<file path="config.mk">
export PLATFORM = sky130hd
export DESIGN_NAME = in_sync_period_meter
export DESIGN_NICKNAME = d
export VERILOG_FILES = /design/src/rtl/in_sync_meter_pkg.sv /design/src/rtl/sync_rise_detect.sv /design/src/rtl/in_sync_period_meter.sv
export SDC_FILE = /design/constraint.sdc
export NUM_CORES = 1
export LEC_CHECK = 0
export BUFFER_PORTS_ARGS = -buffer_cell sky130_fd_sc_hd__buf_2
export CORE_MARGIN = 2
export CORE_UTILIZATION = 35
export DETAILED_ROUTE_END_ITERATION = 6
export PLACE_DENSITY = 0.61
export SETUP_SLACK_MARGIN = 0.4
export SLEW_MARGIN = 20
export SYNTH_ARGS = -nofsm -noshare
export SYNTH_HDL_FRONTEND = slang
export SYNTH_SLANG_ARGS = --single-unit
</file>
<file path="constraint.sdc">
create_clock -name clkm -period 7.3 [get_ports clkm]
set_input_delay 1.46 -clock clkm [delete_from_list [all_inputs] [get_ports clkm]]
set_output_delay 1.46 -clock clkm [all_outputs]
set_load 0.01 [all_outputs]
</file>
<file path="src/rtl/in_sync_meter_pkg.sv">
// in_sync_meter_pkg: shared state encoding and default constants for in_sync_period_meter.
package in_sync_meter_pkg;
  typedef enum logic [1:0] {IDLE, WAIT_FIRST, MEASURE, TIMEOUT} state_e;
  localparam int CNT_W_DEF = 16;
  localparam int MIN_PERIOD_DEF = 4;
  localparam int AVG_SHIFT = 2;
endpackage

</file>
<file path="src/rtl/sync_rise_detect.sv">
// sync_rise_detect: registers in_sync and flags its rising edge; prev_r resets high so a
// high input at reset release is not taken as an edge.
module sync_rise_detect (
  input  logic clkm,
  input  logic reset,
  input  logic in_sync,
  output logic rise
);
  logic prev_r;
  always_ff @(posedge clkm or negedge reset)
    if (!reset) prev_r <= 1'b1;
    else prev_r <= in_sync;
  assign rise = in_sync & ~prev_r;
endmodule

</file>
<file path="src/rtl/in_sync_period_meter.sv">
// in_sync_period_meter: measures in_sync rising-edge period in clkm cycles with reject/timeout.
// Optional running average output enabled by defining PERIOD_AVG_EN.
module in_sync_period_meter #(
  parameter int CNT_W = in_sync_meter_pkg::CNT_W_DEF,
  parameter int MIN_PERIOD = in_sync_meter_pkg::MIN_PERIOD_DEF,
  parameter int TIMEOUT = 2**CNT_W-1
) (
  input  logic             clkm,
  input  logic             reset,
  input  logic             enable,
  input  logic             in_sync,
  output logic             edge_pulse,
  output logic [CNT_W-1:0] period,
  output logic             period_valid,
  output logic             reject,
  output logic             timeout,
`ifdef PERIOD_AVG_EN
  output logic [CNT_W-1:0] period_avg,
`endif
  output logic             locked
);
  import in_sync_meter_pkg::*;
  localparam logic [CNT_W-1:0] MIN_V = CNT_W'(MIN_PERIOD);
  localparam logic [CNT_W-1:0] TO_M1 = CNT_W'(TIMEOUT-1);
  state_e state;
  logic [CNT_W-1:0] cnt, cnt_inc;
  logic rise;
  sync_rise_detect u_rise (.clkm(clkm), .reset(reset), .in_sync(in_sync), .rise(rise));
  assign cnt_inc = cnt + CNT_W'(1);
`ifdef PERIOD_AVG_EN
  logic signed [CNT_W:0] avg_diff;
  logic [CNT_W-1:0] avg_next;
  // The difference needs one extra bit so a falling period shifts arithmetically.
  assign avg_diff = $signed({1'b0, cnt_inc}) - $signed({1'b0, period_avg});
  assign avg_next = period_avg + CNT_W'(avg_diff >>> AVG_SHIFT);
`endif
  always_ff @(posedge clkm or negedge reset)
    if (!reset) begin
      state        <= IDLE;
      cnt          <= '0;
      period       <= '0;
      edge_pulse   <= 1'b0;
      period_valid <= 1'b0;
      reject       <= 1'b0;
      timeout      <= 1'b0;
      locked       <= 1'b0;
`ifdef PERIOD_AVG_EN
      period_avg   <= '0;
`endif
    end else begin
      edge_pulse   <= rise;
      period_valid <= 1'b0;
      reject       <= 1'b0;
      if (!enable) begin
        state   <= IDLE;
        cnt     <= '0;
        timeout <= 1'b0;
        locked  <= 1'b0;
      end else
        case (state)
          IDLE: state <= WAIT_FIRST;
          WAIT_FIRST:
            if (rise) begin
              state <= MEASURE;
              cnt   <= '0;
            end
          MEASURE:
            if (rise && cnt_inc >= MIN_V) begin
              period       <= cnt_inc;
              period_valid <= 1'b1;
              locked       <= 1'b1;
              cnt          <= '0;
`ifdef PERIOD_AVG_EN
              period_avg   <= locked ? avg_next : cnt_inc;
`endif
            end else if (cnt == TO_M1) begin
              state   <= in_sync_meter_pkg::TIMEOUT;
              timeout <= 1'b1;
              locked  <= 1'b0;
            end else begin
              cnt    <= cnt_inc;
              reject <= rise;
            end
          in_sync_meter_pkg::TIMEOUT:
            if (rise) begin
              state   <= MEASURE;
              cnt     <= '0;
              timeout <= 1'b0;
            end
          default: state <= IDLE;
        endcase
    end
endmodule
</file>
==> flow_metrics.tcl <==
set metrics [dict create \
    cp_max_fo 17 \
    ys_warn_count 0 \
    worstSetupStartpoint "cnt[1]" \
    synth_edf_count 0 \
    rows 29 \
    period_minus_slack_ns 3.478 \
    grt_pass1_wl_microns 7817 \
    holdWs_ns 0.5064 \
    fin_tns_setup_ns 0 \
    drv_cap 0 \
    drc_errors 0 \
    final_core_util_pct 39.56 \
    grt_usage_pct 13.68 \
    syn_to_final_growth_pct 10.34 \
    total_power_mw 0.4402 \
    power.density_mw_per_mm2 176.3 \
    synth_adder_area_share_pct 1.106 \
    via_per_inst 5.340 \
    power.leakage_nw 1.225 \
    ys_seq_area_share_pct 44.28 \
    cts-buffers-inserted 5 \
    ios 25 \
    tightest_slew_ns 1.049 \
    grt_max_degree 41 \
    fmax_mhz 287.5 \
    worst-r2r-cell-count 8 \
    vdd_drop_max_mv 0.09327 \
    status "completed" \
    async_flop_share_pct 100.0 \
    wire_per_inst_microns 15.13 \
    cts_resized 0 \
    synth_compound_area_share_pct 11.17 \
    antenna_found_initial 0 \
    cts_tree "built" \
    r2r-start "cnt[1]" \
    clock_latency_ns 0.30 \
    clkTransAtPathRegs_ns 0.08 \
    rsz0062_at_grt "false" \
    syn_inst 219 \
    portBuffers 24 \
    arrival_ns 3.66 \
    final_nets 237 \
    min_period_over_period_pct 47.65 \
    synth_area_leaders "dfrtp_1 (43%), mux2_4 (5.3%), a211o_1 (4.3%)" \
    core_area_sq_mm 0.006314 \
    ys_types 41 \
    n_fill_cell 648 \
    synthFlopType "dfrtp_1" \
    fp.dieH_microns 84.42 \
    setup_violations 0 \
    synth_area_leader_cell "dfrtp_1" \
    crit_end "period[3]" \
    synth.most_common_cell "dfrtp_1" \
    clockRootBuffer "clkbuf_8" \
    start_util_pct 35.85 \
    grt_pass1_vias 1567 \
    dp_hpwl_microns 3058 \
    syn_avg_cell_area_sq_um 10.34 \
    synthTopCellsByCount "dfrtp_1 (39), nand2_1 (17), nor4_1 (15)" \
    synth_area_sq_mm 0.002263 \
    min_path_type "reg -> reg" \
    r2r_setup_slack_ns 3.82 \
    h-tree-depth 2 \
    crit_type "reg -> reg" \
    first_pass_iters 4 \
    cts_hold_buf 0 \
    synthMuxAreaShare_pct 9.729 \
    fin_skew_ns 0.007666 \
    cts_buffer_depth 2 \
    rr_endpoint "period[3]" \
    wirelength_microns 4675 \
    synth_top_family_by_area "simple AND/OR/NAND/NOR gates" \
    cp-end-kind "flop" \
    die_x_microns 84.42 \
    synth-seq-cells 40 \
    slew_headroom_pct 30.08 \
    synth_xor_area_share_pct 5.804 \
    clock-sinks 40 \
    synth_top_area_share_pct 43.12 \
    cp.required_ns 7.48 \
    overflow 0 \
    dieArea_sq_mm 0.007126 \
    cts_setup_buffers 0 \
    gp_congestion 0.8122 \
    drive_gt1_share_pct 24.14 \
    vias 1650 \
    start_kind "flop" \
    hold_viol 0 \
    drtIter0Drc 148 \
    drv_slew 0 \
    ant_nets 0 \
    syn_nets 225 \
    n_antenna_cell 0 \
    yosys.area_share.simple_pct 21.95 \
]
==> flip-flops by register name, summed over array words and instances, names as in the netlist <==
| signal | flops |
|---|---|
| cnt | 16 |
| edge_pulse | 1 |
| locked | 1 |
| period | 16 |
| period_valid | 1 |
| reject | 1 |
| state | 2 |
| timeout | 1 |
| u_rise.prev_r | 1 |
==> cell usage in the layout, fill, tap and decap left out, types with 8 or more instances in the layout <==
cell type	netlist	routed
xnor2_1	9	9
nor2_1	13	13
a211o_1	11	11
mux2_2	8	8
nor4_1	15	15
nor3_1	12	12
buf_2	6	24
dfrtp_1	39	39
nand2_1	17	17
mux2_4	8	8
==> metal layers <==
layer  track usage (%)  share of wire, %  vias to the layer above
met5                 0                 0                        -
met4             4.329               1.3                        0
met1             18.78                50                      792
met3             3.638               4.0                        6
met2             21.21                45                       33
li1                  -                 -                      819
==> through the flow <==
stage	worst slack, ns	instances	area (sq um)
after floorplan	4.345	219	2263
after global placement	3.839	301	2371
after detailed placement	3.779	301	2371
after CTS	3.755	309	2497
after global routing	3.511	309	2497
final	3.822	309	2497
==> kinds of logic after synthesis <==
logic type | Yosys count
muxes | 17
adders and majority gates | 2
DFF | 40
buffers and inverters | 25
and+or+nand+nor | 91
xor gates and xnor gates | 15
AOI/OAI and AO/OA | 29
==> critical path, stage by stage, from the launching register on <==
cell and delay [ns]:
dfrtp_1 0.45, ha_1 0.37, nand3_1 0.30, or3_1 0.49, a22oi_1 0.24, a211oi_2 0.07, a31oi_2 0.22, and3_1 0.79
mux2_2 0.42
==> power breakdown <==
| part | switching, mW | leakage [nW] | internal [mW] |
|---|---|---|---|
| Combinational | 0.0129 | 0.613 | 0.00367 |
| Clock | 0.0777 | 0.0645 | 0.121 |
| Sequential | 0.00172 | 0.547 | 0.224 |
| Total | 0.0923 | 1.22 | 0.348 |
==> area by class of cell <==
cell class	count	area [sq um]	area share [%]
Clock buffer	7	96.34	3.858
Clock inverter	1	30.03	1.202
Inverter	5	18.77	0.7515
Multi-Input combinational cell	154	1126	45.09
Sequential cell	40	1002	40.13
Tap cell	77	96.34	3.858
Timing Repair Buffer	25	127.6	5.110
==> worst min path at each step <==
stage	startpoint	end	slack (ns)	depth (start not counted)
after floorplan	state[1]	state[1]	0.50	2
after global placement	period[5]	period[5]	0.49	1
after detailed placement	period[6]	period[6]	0.50	1
after CTS	period[7]	period[7]	0.51	1
after global routing	period[7]	period[7]	0.52	1
final	period[7]	period[7]	0.51	1
No activity file was read; power rests on OpenSTA's default activity.
